===== src/rtl/matrix_cfg_loader_if.sv =====
// ---------------------------------------------------------------------------
// matrix_cfg_loader_if
// Serial configuration link between a bitstream source and matrix_cfg_loader.
//   cfg_bit   : serial data, MSB-first per item
//   cfg_valid : cfg_bit is valid this cycle
//   cfg_ready : loader accepts cfg_bit (transfer when valid && ready)
//   cfg_abort : drop the frame in progress and resume hunting for a header
// master = bitstream source, slave = loader.
// ---------------------------------------------------------------------------
interface matrix_cfg_loader_if;
    logic cfg_bit;
    logic cfg_valid;
    logic cfg_ready;
    logic cfg_abort;

    modport master (
        output cfg_bit,
        output cfg_valid,
        output cfg_abort,
        input  cfg_ready
    );

    modport slave (
        input  cfg_bit,
        input  cfg_valid,
        input  cfg_abort,
        output cfg_ready
    );
endinterface


===== src/rtl/matrix_cfg_loader.sv =====
// ---------------------------------------------------------------------------
// matrix_cfg_loader
// Receives a framed serial configuration bitstream, assembles the 18 route
// select fields of the 5x4 switch matrix in a shadow register, verifies the
// XOR checksum and the legality of every field, and commits the whole set to
// the active select registers in one clock edge.
//
// Frame: SYNC_WORD (8b) | top0..top4, bottom0..bottom4, left0..left3,
//        right0..right3 (18 x FIELD_W) | checksum (FIELD_W) ; MSB-first.
//
// Ports:
//   clk        : clock
//   rst_n      : synchronous active-low reset
//   cfg_if     : serial link (slave side): cfg_bit/cfg_valid/cfg_abort in,
//                cfg_ready out
//   cfg_top    : active top fields, field i at [i*FIELD_W +: FIELD_W]
//   cfg_bottom : active bottom fields
//   cfg_left   : active left fields
//   cfg_right  : active right fields
//   cfg_done   : one-cycle pulse after a successful commit
//   cfg_err    : sticky flags, bit0 checksum mismatch, bit1 illegal field
//   cfg_busy   : registered, low only while hunting for a header
//   cfg_loaded : a frame has committed since reset
// ---------------------------------------------------------------------------
module matrix_cfg_loader #(
    parameter int          N_TOP     = 5,
    parameter int          N_SIDE    = 4,
    parameter int          FIELD_W   = 6,
    parameter logic [7:0]  SYNC_WORD = 8'hA5
) (
    input  logic                        clk,
    input  logic                        rst_n,
    matrix_cfg_loader_if.slave          cfg_if,
    output logic [N_TOP*FIELD_W-1:0]    cfg_top,
    output logic [N_TOP*FIELD_W-1:0]    cfg_bottom,
    output logic [N_SIDE*FIELD_W-1:0]   cfg_left,
    output logic [N_SIDE*FIELD_W-1:0]   cfg_right,
    output logic                        cfg_done,
    output logic [1:0]                  cfg_err,
    output logic                        cfg_busy,
    output logic                        cfg_loaded
);

    localparam int N_FIELDS = 2 * N_TOP + 2 * N_SIDE;
    localparam int SHADOW_W = N_FIELDS * FIELD_W;
    localparam int CNT_W    = $clog2(SHADOW_W);

    typedef enum logic [1:0] {
        ST_HUNT,
        ST_LOAD,
        ST_CHK,
        ST_COMMIT
    } state_t;

    state_t                      r_state;
    state_t                      w_state_next;
    logic [7:0]                  r_window;
    logic [7:0]                  w_window_next;
    logic [7:0]                  w_window_shift;
    logic [SHADOW_W-1:0]         r_shadow;
    logic [SHADOW_W-1:0]         w_shadow_next;
    logic [FIELD_W-1:0]          r_csum;
    logic [FIELD_W-1:0]          w_csum_next;
    logic [CNT_W-1:0]            r_cnt;
    logic [CNT_W-1:0]            w_cnt_next;
    logic                        w_ready;
    logic                        w_accept;
    logic                        w_commit;
    logic [1:0]                  w_err_set;

    logic [N_TOP*FIELD_W-1:0]    r_top;
    logic [N_TOP*FIELD_W-1:0]    r_bottom;
    logic [N_SIDE*FIELD_W-1:0]   r_left;
    logic [N_SIDE*FIELD_W-1:0]   r_right;
    logic                        r_done;
    logic [1:0]                  r_err;
    logic                        r_busy;
    logic                        r_loaded;

    logic [FIELD_W-1:0]          w_field [N_FIELDS];
    logic [N_FIELDS-1:0]         w_field_ok;
    logic [FIELD_W-1:0]          w_xor;
    logic                        w_csum_ok;
    logic                        w_legal_ok;
    logic [N_TOP*FIELD_W-1:0]    w_top_new;
    logic [N_TOP*FIELD_W-1:0]    w_bottom_new;
    logic [N_SIDE*FIELD_W-1:0]   w_left_new;
    logic [N_SIDE*FIELD_W-1:0]   w_right_new;

    // Field legality: low bits are the direction code, high bits the wire
    // index on the source edge. Directions 1/3 address the 5-wire top/bottom
    // edges, 2/4 the 4-wire left/right edges, 0 means undriven.
    function automatic logic f_field_legal(input logic [FIELD_W-1:0] f);
        logic [2:0]         dir;
        logic [FIELD_W-4:0] idx;
        dir = f[2:0];
        idx = f[FIELD_W-1:3];
        case (dir)
            3'd0:       f_field_legal = 1'b1;
            3'd1, 3'd3: f_field_legal = (int'(idx) < N_TOP);
            3'd2, 3'd4: f_field_legal = (int'(idx) < N_SIDE);
            default:    f_field_legal = 1'b0;
        endcase
    endfunction

    // The first field received ends up in the most significant slot of the
    // shadow, so field k sits at the k-th FIELD_W slice from the top.
    genvar gi;
    generate
        for (gi = 0; gi < N_FIELDS; gi++) begin : g_field
            assign w_field[gi]    = r_shadow[SHADOW_W-1-gi*FIELD_W -: FIELD_W];
            assign w_field_ok[gi] = f_field_legal(w_field[gi]);
        end
        for (gi = 0; gi < N_TOP; gi++) begin : g_tb_pack
            assign w_top_new[gi*FIELD_W +: FIELD_W]    = w_field[gi];
            assign w_bottom_new[gi*FIELD_W +: FIELD_W] = w_field[N_TOP+gi];
        end
        for (gi = 0; gi < N_SIDE; gi++) begin : g_lr_pack
            assign w_left_new[gi*FIELD_W +: FIELD_W]  = w_field[2*N_TOP+gi];
            assign w_right_new[gi*FIELD_W +: FIELD_W] = w_field[2*N_TOP+N_SIDE+gi];
        end
    endgenerate

    always_comb begin
        w_xor = '0;
        for (int k = 0; k < N_FIELDS; k++) begin
            w_xor = w_xor ^ w_field[k];
        end
    end

    assign w_csum_ok      = (w_xor == r_csum);
    assign w_legal_ok     = &w_field_ok;
    assign w_ready        = (r_state != ST_COMMIT);
    assign w_accept       = cfg_if.cfg_valid && w_ready;
    assign w_window_shift = {r_window[6:0], cfg_if.cfg_bit};

    // State register
    always_ff @(posedge clk) begin
        if (!rst_n) begin
            r_state <= ST_HUNT;
        end else begin
            r_state <= w_state_next;
        end
    end

    // Next-state and datapath next values
    always_comb begin
        w_state_next  = r_state;
        w_window_next = r_window;
        w_shadow_next = r_shadow;
        w_csum_next   = r_csum;
        w_cnt_next    = r_cnt;
        w_commit      = 1'b0;
        w_err_set     = 2'b00;
        case (r_state)
            ST_HUNT: begin
                if (cfg_if.cfg_abort) begin
                    w_window_next = '0;
                end else if (w_accept) begin
                    w_window_next = w_window_shift;
                    if (w_window_shift == SYNC_WORD) begin
                        w_state_next = ST_LOAD;
                        w_cnt_next   = '0;
                    end
                end
            end
            ST_LOAD: begin
                if (cfg_if.cfg_abort) begin
                    w_state_next  = ST_HUNT;
                    w_window_next = '0;
                end else if (w_accept) begin
                    w_shadow_next = {r_shadow[SHADOW_W-2:0], cfg_if.cfg_bit};
                    if (r_cnt == CNT_W'(SHADOW_W - 1)) begin
                        w_state_next = ST_CHK;
                        w_cnt_next   = '0;
                    end else begin
                        w_cnt_next = r_cnt + CNT_W'(1);
                    end
                end
            end
            ST_CHK: begin
                if (cfg_if.cfg_abort) begin
                    w_state_next  = ST_HUNT;
                    w_window_next = '0;
                end else if (w_accept) begin
                    w_csum_next = {r_csum[FIELD_W-2:0], cfg_if.cfg_bit};
                    if (r_cnt == CNT_W'(FIELD_W - 1)) begin
                        w_state_next = ST_COMMIT;
                        w_cnt_next   = '0;
                    end else begin
                        w_cnt_next = r_cnt + CNT_W'(1);
                    end
                end
            end
            ST_COMMIT: begin
                w_state_next  = ST_HUNT;
                w_window_next = '0;
                // An abort in the commit cycle suppresses both the commit
                // and any error update.
                if (!cfg_if.cfg_abort) begin
                    if (w_csum_ok && w_legal_ok) begin
                        w_commit = 1'b1;
                    end else begin
                        w_err_set = {~w_legal_ok, ~w_csum_ok};
                    end
                end
            end
            default: begin
                w_state_next = ST_HUNT;
            end
        endcase
    end

    // Datapath and output registers
    always_ff @(posedge clk) begin
        if (!rst_n) begin
            r_window <= '0;
            r_shadow <= '0;
            r_csum   <= '0;
            r_cnt    <= '0;
            r_top    <= '0;
            r_bottom <= '0;
            r_left   <= '0;
            r_right  <= '0;
            r_done   <= 1'b0;
            r_err    <= 2'b00;
            r_busy   <= 1'b0;
            r_loaded <= 1'b0;
        end else begin
            r_window <= w_window_next;
            r_shadow <= w_shadow_next;
            r_csum   <= w_csum_next;
            r_cnt    <= w_cnt_next;
            r_busy   <= (w_state_next != ST_HUNT);
            r_done   <= w_commit;
            if (w_commit) begin
                r_top    <= w_top_new;
                r_bottom <= w_bottom_new;
                r_left   <= w_left_new;
                r_right  <= w_right_new;
                r_loaded <= 1'b1;
                r_err    <= 2'b00;
            end else begin
                r_err <= r_err | w_err_set;
            end
        end
    end

    assign cfg_if.cfg_ready = w_ready;
    assign cfg_top          = r_top;
    assign cfg_bottom       = r_bottom;
    assign cfg_left         = r_left;
    assign cfg_right        = r_right;
    assign cfg_done         = r_done;
    assign cfg_err          = r_err;
    assign cfg_busy         = r_busy;
    assign cfg_loaded       = r_loaded;

endmodule


===== src/flat_wrapper.sv =====
// flat-port wrapper written by rule: the top's interface ports become plain ports
module matrix_cfg_loader_flat 
#(
    parameter int          N_TOP     = 5,
    parameter int          N_SIDE    = 4,
    parameter int          FIELD_W   = 6,
    parameter logic [7:0]  SYNC_WORD = 8'hA5
)
  (clk, rst_n, cfg_top, cfg_bottom, cfg_left, cfg_right, cfg_done, cfg_err, cfg_busy, cfg_loaded, cfg_if_cfg_bit, cfg_if_cfg_valid, cfg_if_cfg_abort, cfg_if_cfg_ready);
  matrix_cfg_loader_if cfg_if_i ();
  input  logic clk;
  input  logic rst_n;
  output logic [N_TOP*FIELD_W-1:0] cfg_top;
  output logic [N_TOP*FIELD_W-1:0] cfg_bottom;
  output logic [N_SIDE*FIELD_W-1:0] cfg_left;
  output logic [N_SIDE*FIELD_W-1:0] cfg_right;
  output logic cfg_done;
  output logic [1:0] cfg_err;
  output logic cfg_busy;
  output logic cfg_loaded;
  input wire logic [$bits(cfg_if_i.cfg_bit)-1:0] cfg_if_cfg_bit;
  input wire logic [$bits(cfg_if_i.cfg_valid)-1:0] cfg_if_cfg_valid;
  input wire logic [$bits(cfg_if_i.cfg_abort)-1:0] cfg_if_cfg_abort;
  output wire logic [$bits(cfg_if_i.cfg_ready)-1:0] cfg_if_cfg_ready;
  assign cfg_if_i.cfg_bit = cfg_if_cfg_bit;
  assign cfg_if_i.cfg_valid = cfg_if_cfg_valid;
  assign cfg_if_i.cfg_abort = cfg_if_cfg_abort;
  assign cfg_if_cfg_ready = cfg_if_i.cfg_ready;
  matrix_cfg_loader #(.N_TOP(N_TOP), .N_SIDE(N_SIDE), .FIELD_W(FIELD_W), .SYNC_WORD(SYNC_WORD)) u_core (.clk(clk), .rst_n(rst_n), .cfg_if(cfg_if_i), .cfg_top(cfg_top), .cfg_bottom(cfg_bottom), .cfg_left(cfg_left), .cfg_right(cfg_right), .cfg_done(cfg_done), .cfg_err(cfg_err), .cfg_busy(cfg_busy), .cfg_loaded(cfg_loaded));
endmodule

===== config.mk =====
export PLATFORM = sky130hd
export DESIGN_NAME = matrix_cfg_loader_flat
export DESIGN_NICKNAME = d
export VERILOG_FILES = /design/src/rtl/matrix_cfg_loader_if.sv /design/src/rtl/matrix_cfg_loader.sv /design/src/flat_wrapper.sv
export SDC_FILE = /design/constraint.sdc
export NUM_CORES = 1
export LEC_CHECK = 0
export ABC_CLOCK_PERIOD_IN_PS = 2900
export CAP_MARGIN = 0
export CORE_ASPECT_RATIO = 0.7
export CORE_UTILIZATION = 51
export DETAILED_ROUTE_END_ITERATION = 6
export PLACE_DENSITY_LB_ADDON = 0.05
export RECOVER_POWER = 50
export SETUP_SLACK_MARGIN = 0.05
export SLEW_MARGIN = 20
export SYNTH_ARGS = -nofsm -noshare
export SYNTH_HDL_FRONTEND = slang
export SYNTH_SLANG_ARGS = --single-unit
export TNS_END_PERCENT = 50

===== constraint.sdc =====
create_clock -name clk -period 2.9 [get_ports clk]
set_clock_uncertainty 0.2 [all_clocks]
set_input_delay 0.58 -clock clk [delete_from_list [all_inputs] [get_ports clk]]
set_output_delay 0.58 -clock clk [all_outputs]
set_load 0.005 [all_outputs]

==> results of run 1 <==
[power by group through the flow]
stage | sequential, uW | clock (uW) | combinational [uW]
after floorplan | 3410 | 0 | 51.8
after global placement | 3410 | 0 | 96.9
after detailed placement | 3410 | 0 | 97.3
after CTS | 3340 | 3160 | 97.2
after global routing | 3330 | 3300 | 106
final | 3340 | 3120 | 98.4
[layout make-up]
cell class	count	area (sq um)	area share [%]
clock buffers	36	737	5.23
clock inverters	8	48.8	0.346
inverters	8	35.0	0.249
multi-input cells	935	5740	40.8
flip-flops and latches	243	4870	34.6
well taps	276	345	2.45
repair buffers	224	2300	16.4
[logic make-up (layout without fill, tap and decap cells)]
| group | count (synthesis) | in the layout | share of synthesized area (%) |
|---|---|---|---|
| adder cells (fa/ha/maj) | 6 | 6 | 0.688 |
| XOR/XNOR | 107 | 107 | 9.34 |
| flip-flops | 243 | 243 | 44.6 |
| AO/OA/AOI/OAI | 403 | 403 | 22.1 |
| AND/OR/NAND/NOR | 419 | 419 | 18.5 |
| buffers and inverters | 128 | 276 | 4.84 |
[synthesized netlist by cell type (2+ instances only)]
library cell / instances / area [sq um]
o22ai_1: 6 / 37.5
nand3_1: 4 / 20.0
nand2b_1: 3 / 18.8
clkbuf_1: 98 / 368
xor2_1: 14 / 123
or3b_2: 11 / 96.3
nor4b_1: 2 / 17.5
dfxtp_1: 243 / 4860
o21ai_0: 11 / 55.1
xnor2_1: 87 / 762
and2_1: 5 / 31.3
xnor3_1: 6 / 135
o31ai_1: 109 / 818
buf_2: 11 / 55.1
nor2_1: 24 / 90.1
ha_1: 6 / 75.1
a21o_1: 2 / 15.0
buf_1: 6 / 22.5
a22oi_1: 8 / 60.1
inv_1: 7 / 26.3
nor3b_1: 3 / 22.5
and4_1: 2 / 17.5
o22a_1: 2 / 17.5
nand2_1: 238 / 893
a211oi_1: 14 / 105
nand4_1: 114 / 713
nor2b_1: 2 / 12.5
a21oi_1: 238 / 1190
nor3_1: 2 / 10.0
o221ai_1: 3 / 26.3
buf_6: 4 / 45.0
[critical path, delay by kind of cell (launching register included)]
kind                   cells  cell delay, ns
AND/OR/NAND/NOR            4            1.20
AO/OA/AOI/OAI              3            0.57
flip-flops                 1            0.45
buffers and inverters      2            0.33
[worst paths after layout]
check,from,to,slack [ns],depth (start not counted)
setup reg to reg,u_core.r_shadow[60],u_core.cfg_bottom[13],0.07,9
setup / recovery,u_core.r_shadow[60],u_core.cfg_bottom[13],0.07,9
hold reg to reg,u_core.cfg_left[17],u_core.cfg_left[17],0.26,2
hold / removal,u_core.cfg_left[17],u_core.cfg_left[17],0.26,2
[placed cells by master, fill, tap and decap left out, drive strengths merged, types with 14 or more instances in the layout]
master and n:
a211oi 15, nand4 114, buf 100, nand2 238, dfxtp 243, xnor2 87
dlygate4sd3 113, nor2 24, clkbuf 42, o31ai 109, xor2 14, a21oi 238
[stage by stage]
stage | utilization, % | setup WS [ns] | setup TNS (ns)
after floorplan | - | 0.177 | 0
after global placement | 62.1 | -0.0136 | -0.0662
after detailed placement | 62.1 | -0.0696 | -1.26
after CTS | 65.9 | 0.0249 | 0
after global routing | 67.5 | -0.0444 | -0.381
final | 67.5 | 0.0664 | 0
[sequential cells by signal, summed over array words and instances, names as in the netlist, 2 cells and up]
| register | flops |
|---|---|
| u_core.r_shadow | 108 |
| u_core.r_window | 7 |
| u_core.cfg_err | 2 |
| u_core.cfg_right | 24 |
| u_core.r_cnt | 7 |
| u_core.r_state | 2 |
| u_core.cfg_top | 30 |
| u_core.r_csum | 6 |
| u_core.cfg_bottom | 30 |
| u_core.cfg_left | 24 |
[routing by layer]
layer  global-route usage, %  vias up  routed length (um)
met5                       0        -                   0
met4                    5.53        0                 565
met3                    4.43       42                2490
met2                    38.1      426               13500
met1                    47.5     5040               16200
li1                        -     4962                   -
[what timing repair did]
item	in CTS	in global routing
gates resized for setup	3	50
cloned	0	5
buffers inserted	1	4
pin swaps	1	49
endpoints found under the setup margin	109	110
==> impl_metrics.toml, run 1 <==
[status]
status = "completed"

[detailed_routing]
num_vias = 10500
dr.pass1.iters = 5
drc_errors = 0
wl_um = 32700
drt_iter0_drc = 962
ant_nets = 0
post_drt_wl_per_cell_um = 18.9
viasPerCell = 6.05

[placement]
io_buffers = 118
gp_congestion = 0.896
dp.cells = 1676
dp_hpwl_um = 21000
post_dp_cell_area_sq_mm = 0.0129

[timing]
rsz0062_at_grt = "true"
post-route-min-period_ns = 2.83
fin_crit_sh_pct = 97.7
tightest_slew_ns = 0.537
maxSlewHeadroom_pct = 64.2
hold_viol = 0
worst_hold_slack_ns = 0.260
setup_viol = 0
fmax_mhz = 353
slew_violations = 0

[yosys]
synth.distinct_cells = 52
ys.flop_type = "dfxtp_1"
yosysSeqAreaShare_pct = 44.6
syn_area_sq_mm = 0.0109
synth_cells = 1306
async_flop_share_pct = 0
ys.warnings.count = 0
syn-num-nets = 1317
synth_area_per_cell_sq_um = 8.36
ys_ff_latch = 243
synth-edff-count = 0

[final_layout]
fillers = 1755
diodes = 0
final_cells = 1730
design_area_sq_mm = 0.0141
areaGrowthSynthToFinish_pct = 29.0
drive_gt1_share_pct = 14.7
finalNetCount = 1447

[floorplanning]
ios = 119
rows = 44
start_util_pct = 52.3
fp.dieW_um = 177
die_area_sq_mm = 0.0220
die_h_um = 124
core_region_area_sq_mm = 0.0209

[power_and_ir_drop]
p_leak_uw = 0.00494
power.internal_uw = 5120
power_frac_seq_pct = 50.9
ir_worst_vdd_mv = 0.364
p_sw_uw = 1430
finalPower_uw = 6560
p_per_area_mw_per_mm2 = 466
switching_share_pct = 21.9
combPwrFrac_pct = 1.5
p_clk_share_pct = 47.6

[clock_tree]
cts_hold_buf = 0
cts.sink_count = 243
clk_latency_ns = 0.53
clk_root_buffer_cell = "clkbuf_16"
cts_tree = "yes"
h-tree-depth = 1
path_clk_slew_ns = 0.07
clockBufferDepth = 3
cts_buffers = 24

[critical_path]
cp-end-kind = "register"
path_cells = "nand2b_1 -> o221ai_2 -> o2111ai_2 -> or4_4 -> and4bb_4 -> buf_12 -> buf_6 -> nand4_1 -> a21oi_1"
startpoint_type = "register"
crit_slowest_cell = "or4_4"
max_stage_delay_ns = 0.57
worstPathRequired_ns = 3.15
crit_type = "register to register"
crit_arrival_ns = 3.09
worstPathMaxFanout = 10

[global_route]
grt_pass1_vias = 9308
grt_start_max_net_pins = 74
overflow = 0
antenna_found_initial = 0
grt_pass1_wl_um = 51600
grt_usage_pct = 28.7

[hold_path]
hold_class = "register to register"

[flow_run]
cap_violations = 0
Note: power is estimated with default switching activity, not from simulation.
==> run 2, diff against run 1 <==
- CELL_PAD_IN_SITES_DETAIL_PLACEMENT: unset -> 1
- CELL_PAD_IN_SITES_GLOBAL_PLACEMENT: unset -> 2
- CORE_UTILIZATION: 51 -> 31
- TNS_END_PERCENT: 50 -> 20
==> impl_metrics.toml, run 2 (synthesis results as in run 1) <==
[timing]
setup_viol = 0
worst_hold_slack_ns = 0.259
hold_viol = 0
post-route-min-period_ns = 2.85
setup_ws_ns = 0.0479
slew_violations = 0
maxSlewHeadroom_pct = 15.3
fin_crit_sh_pct = 98.3
fmax_mhz = 351
rsz0062_at_grt = "true"
tightest_slew_ns = 1.27

[critical_path]
worstReg2RegEnd = "u_core.cfg_left[20]"
crit_type = "register to register"
cp_num_cells = 10
worstPathMaxFanout = 5
endpoint = "u_core.cfg_left[20]"
worstPathRequired_ns = 3.17
crit_buf_inv = 3
crit_family = "simple AND/OR/NAND/NOR gates"
path_cells = "or3b_1 -> a21oi_2 -> o2111ai_2 -> or4_4 -> and4bb_4 -> buf_6 -> buf_12 -> clkbuf_16 -> nand4_1 -> a21oi_1"
crit_arrival_ns = 3.12
max_stage_delay_ns = 0.57
startpoint_type = "register"
reg2reg_depth = 10
cp-end-kind = "register"
crit_slowest_cell = "or4_4"
reg2reg_slack_ns = 0.05
startpoint = "u_core.r_shadow[3]"
r2r_start = "u_core.r_shadow[3]"

[global_route]
grt_pass1_vias = 10600
grt_usage_pct = 22.3
antenna_found_initial = 0
grt_start_max_net_pins = 109
grt_pass1_wl_um = 63500
overflow = 0

[clock_tree]
cts_buffers = 27
cts.sink_count = 243
h-tree-depth = 1
clk_root_buffer_cell = "clkbuf_16"
clk_latency_ns = 0.55
cts_hold_buf = 0
path_clk_slew_ns = 0.06
cts_tree = "yes"
clockBufferDepth = 3

[final_layout]
final_common_cell = "dfxtp_1"
top_register = "u_core.r_shadow"
areaGrowthSynthToFinish_pct = 34.5
largest_register_ffs = 108
drive_gt1_share_pct = 16.2
diodes = 0
utilization_pct = 42.4
finalNetCount = 1465
fillers = 4027
layout_common_cells = "dfxtp_1 (238), nand2_1 (236), a21oi_1 (227)"

[detailed_routing]
num_vias = 10400
dr.pass1.iters = 4
drc_errors = 0
met1Wirelength_um = 21300
top_layer = "met4"
ant_nets = 0
wl_um = 40600
wl_met3_um = 1730
drt_iter0_drc = 692
dr_wl_met2_um = 16700
post_drt_wl_per_cell_um = 20.9
viasPerCell = 5.37

[floorplanning]
start_util_pct = 31.5
ios = 119
fp.dieW_um = 226
die_h_um = 159
core_region_area_sq_mm = 0.0347
die_area_sq_mm = 0.0360
rows = 57

[power_and_ir_drop]
p_clk_share_pct = 50.0
ir_worst_vdd_mv = 0.343
power_frac_seq_pct = 48.6
p_per_area_mw_per_mm2 = 468
combPwrFrac_pct = 1.4
p_leak_uw = 0.00504
p_sw_uw = 1480
power.internal_uw = 5380
switching_share_pct = 21.6

[placement]
gp_congestion = 0.834
dp_hpwl_um = 26900
place_ws_ns = -0.152
io_buffers = 118

[flow_run]
cap_violations = 0

[hold_path]
hold_class = "register to register"
hold_depth = 2
hold_start = "u_core.cfg_right[0]"

[status]
status = "completed"
[run 2: how the worst min path moves through the flow]
stage	endpoint	slack [ns]
floorplan	u_core.cfg_err[0]	0.25
detailed placement	u_core.cfg_err[0]	0.25
global route	u_core.cfg_right[0]	0.27
global placement	u_core.cfg_left[19]	0.25
finish	u_core.cfg_right[0]	0.26
CTS	u_core.cfg_right[0]	0.27
[run 2: routing by layer]
layer,vias up,global-route usage [%]
met5,-,0
met4,0,5.84
met3,49,3.69
met2,207,30.7
met1,5167,35.0
li1,4991,-
[run 2: power groups by stage]
stage                     registers [uW]  logic, uW  clock network (uW)
after floorplan                     3410       51.8                   0
after global placement              3410        101                   0
after detailed placement            3410        100                   0
after CTS                           3340        100                3550
after global routing                3330        107                3680
final                               3340       98.7                3430
[run 2: per-stage QoR]
step | cells | setup TNS [ns] | cell area, sq um | power [uW]
4_1_cts | 1937 | 0 | 14400 | 6990
5_1_grt | 1940 | -1.14 | 14700 | 7120
3_3_place_gp | 1884 | -4.34 | 13300 | 3510
2_1_floorplan | 1306 | 0 | 10900 | 3460
3_5_place_dp | 1884 | -7.86 | 13300 | 3510
6_report | 1940 | 0 | 14700 | 6870
[run 2: what timing repair did]
| action | 4_1_cts | 5_1_grt |
|---|---|---|
| pin swaps | 8 | 51 |
| cloned | 3 | 3 |
| buffers inserted | 7 | 0 |
| resized for setup | 15 | 54 |
| endpoints found under the setup margin | 110 | 111 |
[run 2: worst reg2reg max path, stage by stage, from the launching register on]
cell       delay, ns
dfxtp_2         0.32
or3b_1          0.39
a21oi_2         0.16
o2111ai_2       0.15
or4_4           0.57
and4bb_4        0.37
buf_6           0.11
buf_12          0.12
clkbuf_16       0.15
nand4_1         0.09
a21oi_1         0.16
[run 2: area by class of cell]
class / instances / area, sq um / area share (%)
multi-input combinational: 935 / 5850 / 39.8
sequential: 243 / 4870 / 33.2
timing repair buffer: 239 / 2480 / 16.9
clock buffer: 40 / 825 / 5.61
tap: 472 / 591 / 4.02
clock inverter: 3 / 40.0 / 0.273
inverter: 8 / 35.0 / 0.239
==> edit: new RTL, flow settings as in run 2 <==
`N_SIDE` is set to 4 in 2 places; all go to 8.
--- a/src/rtl/matrix_cfg_loader.sv
+++ b/src/rtl/matrix_cfg_loader.sv
@@ -24,7 +24,7 @@
 // ---------------------------------------------------------------------------
 module matrix_cfg_loader #(
     parameter int          N_TOP     = 5,
-    parameter int          N_SIDE    = 4,
+    parameter int          N_SIDE    = 8,
     parameter int          FIELD_W   = 6,
     parameter logic [7:0]  SYNC_WORD = 8'hA5
 ) (
--- a/src/flat_wrapper.sv
+++ b/src/flat_wrapper.sv
@@ -2,7 +2,7 @@
 module matrix_cfg_loader_flat 
 #(
     parameter int          N_TOP     = 5,
-    parameter int          N_SIDE    = 4,
+    parameter int          N_SIDE    = 8,
     parameter int          FIELD_W   = 6,
     parameter logic [7:0]  SYNC_WORD = 8'hA5
 )
Interface: changed (resized cfg_left and cfg_right); port bits go from 119 to 167. No check against the original RTL was run, so the function may have changed too.
==> edit against run 2 <==
The flow now finishes with violations (DRC, setup timing). Cell area increased by 40%. Setup slack got worse by 230 ps. Routed wire length increased by 27%. Power increased by 45%. Via count increased by 25%. Sequential cell count increased by 97. Area after synthesis increased by 33%. Worst hold slack got worse by 6.9 ps. Synthesized cell count increased by 31%. Count of clock-buffer cells in the layout increased by 14. Combinational power increased by 61%.
==> edit: results (changes against run 2) <==
.. list-table::
   :header-rows: 1

   * - Metric
     - Value
   * - Result of the run
     - complete, but fails checks
   * - Violations in the final reports
     - DRC, setup timing
   * - GR Util met2
     - 0.318 (+0.0112)
   * - Peak supply drop
     - 283 uV (-18%)
   * - Largest incremental delay on the critical path
     - 480 ps (-90 ps)
   * - Clock H-tree levels
     - 2 (+1)
   * - Dominant cells by area after synthesis
     - sky130_fd_sc_hd__dfxtp_1 (47%), sky130_fd_sc_hd__nand2_1 (16%), sky130_fd_sc_hd__mux2i_1 (11%)
   * - Depth of the worst register-to-register path
     - 11 (+1)
   * - Port Buffers
     - 166 (+41%)
   * - Number of placed instances, taps included
     - 2633 (+40%)
   * - Ratio of cells with drive above 1 in the final layout
     - 0.176 (+0.0137)
   * - DRT Pass-1 Iters
     - 6 (+2)
   * - Slowest cell on the critical path
     - sky130_fd_sc_hd__xnor3_1
   * - CTS buffer count
     - 38 (+41%)
   * - Number of standard cells in the layout, taps in and fillers out
     - 2713 (+40%)
   * - Cell Area, Placed
     - 18700 sq um (+40%)
   * - Summed negative setup slack over all endpoints
     - -18600 ps (-18600 ps)
   * - Number of library cell types mapped by synthesis
     - 40 (-23%)
   * - Static leakage
     - 7.63 nW (+51%)
   * - Maximum fanout encountered on the critical timing path
     - 7 (+2)
   * - CP delay by family, top
     - XOR/XNOR gates
   * - Maximum number of pins on one net before global-route repair
     - 89 (-18%)
   * - Cell types with the highest counts after synthesis
     - sky130_fd_sc_hd__nand2_1 (637), sky130_fd_sc_hd__dfxtp_1 (340), sky130_fd_sc_hd__mux2i_1 (163)
   * - Total of endpoints with negative setup slack in the final report
     - 158 (+158)
   * - Global-route met3 utilization
     - 0.0308 (-0.00609)
   * - CTS Buffer Depth
     - 3 (unchanged)
   * - Leading cell type by number of instances after synthesis
     - sky130_fd_sc_hd__nand2_1
   * - Post-Syn Area per Cell
     - 8.49 sq um (+1.5%)
   * - Minimum setup slack in the final design
     - -184 ps (-232 ps)
   * - Number of flip-flops in the largest register
     - 156 (+44%)
   * - First-pass GRT wire length
     - 78.5 mm (+24%)
   * - Number of fill cells in the layout
     - 5244 (+30%)
   * - Post-synth net total
     - 1725 (+31%)
   * - Vias in the first global route
     - 13400 (+27%)
   * - Share of the yosys chip area belonging to registers
     - 0.468 (+0.0224)
   * - Minimum setup slack after placement
     - -581 ps (-429 ps)
   * - DRC Markers
     - 10 (+10)
   * - Total Wirelength
     - 51.6 mm (+27%)
   * - Gr usage total
     - 0.212 (-0.0112)
   * - Via density
     - 4.79 (-11%)
   * - Final weighted congestion of routability-driven global placement
     - 0.787 (-5.6%)
edit: power breakdown:
part	total (W)	switching (W)	internal, W
Combinational	0.000159	0.000127	0.0000315
Sequential	0.00467	0.000000429	0.00467
Clock	0.00511	0.00200	0.00311
edit: metal layers:
layer,share of wire,vias to the layer above
met5,0,-
met4,0.017,0
met3,0.034,58
met2,0.43,197
met1,0.52,6356
li1,-,6394
edit: cells by family after synthesis:
kind of cell               share of synthesized area
adders and majority gates                    0.00516
xor gates and xnor gates                       0.102
muxes                                          0.112
and+or+nand+nor                                0.191
buffers and inverters                         0.0333
AOI/OAI and AO/OA                             0.0880
DFF                                            0.468
edit: repair_timing:
| action | CTS | global route |
|---|---|---|
| pin swaps | 10 | 18 |
| setup endpoints to repair | 160 | 160 |
| setup buffers | 3 | 5 |
| gates cloned | 2 | 7 |
| resized for setup | 24 | 54 |
edit: final timing paths:
path | from | to | slack (ps)
worst min-delay path | u_core.cfg_top[12]$_SDFFE_PN0P_ | u_core.cfg_top[12]$_SDFFE_PN0P_ | 250
worst min register to register | u_core.cfg_top[12]$_SDFFE_PN0P_ | u_core.cfg_top[12]$_SDFFE_PN0P_ | 250
worst max register to register | u_core.r_shadow[31]$_SDFFE_PN0P_ | u_core.cfg_bottom[25]$_SDFFE_PN0P_ | -180
worst max-delay path | u_core.r_shadow[31]$_SDFFE_PN0P_ | u_core.cfg_bottom[25]$_SDFFE_PN0P_ | -180
edit: cell type report:
type,instances,area [sq um],area share
clock buffer,54,1150,0.0560
clock inverter,9,149,0.00723
inverter,6,25.0,0.00121
multi-input combinational,1260,7470,0.362
sequential,340,6830,0.331
tap,603,754,0.0366
timing repair buffer,441,4230,0.205
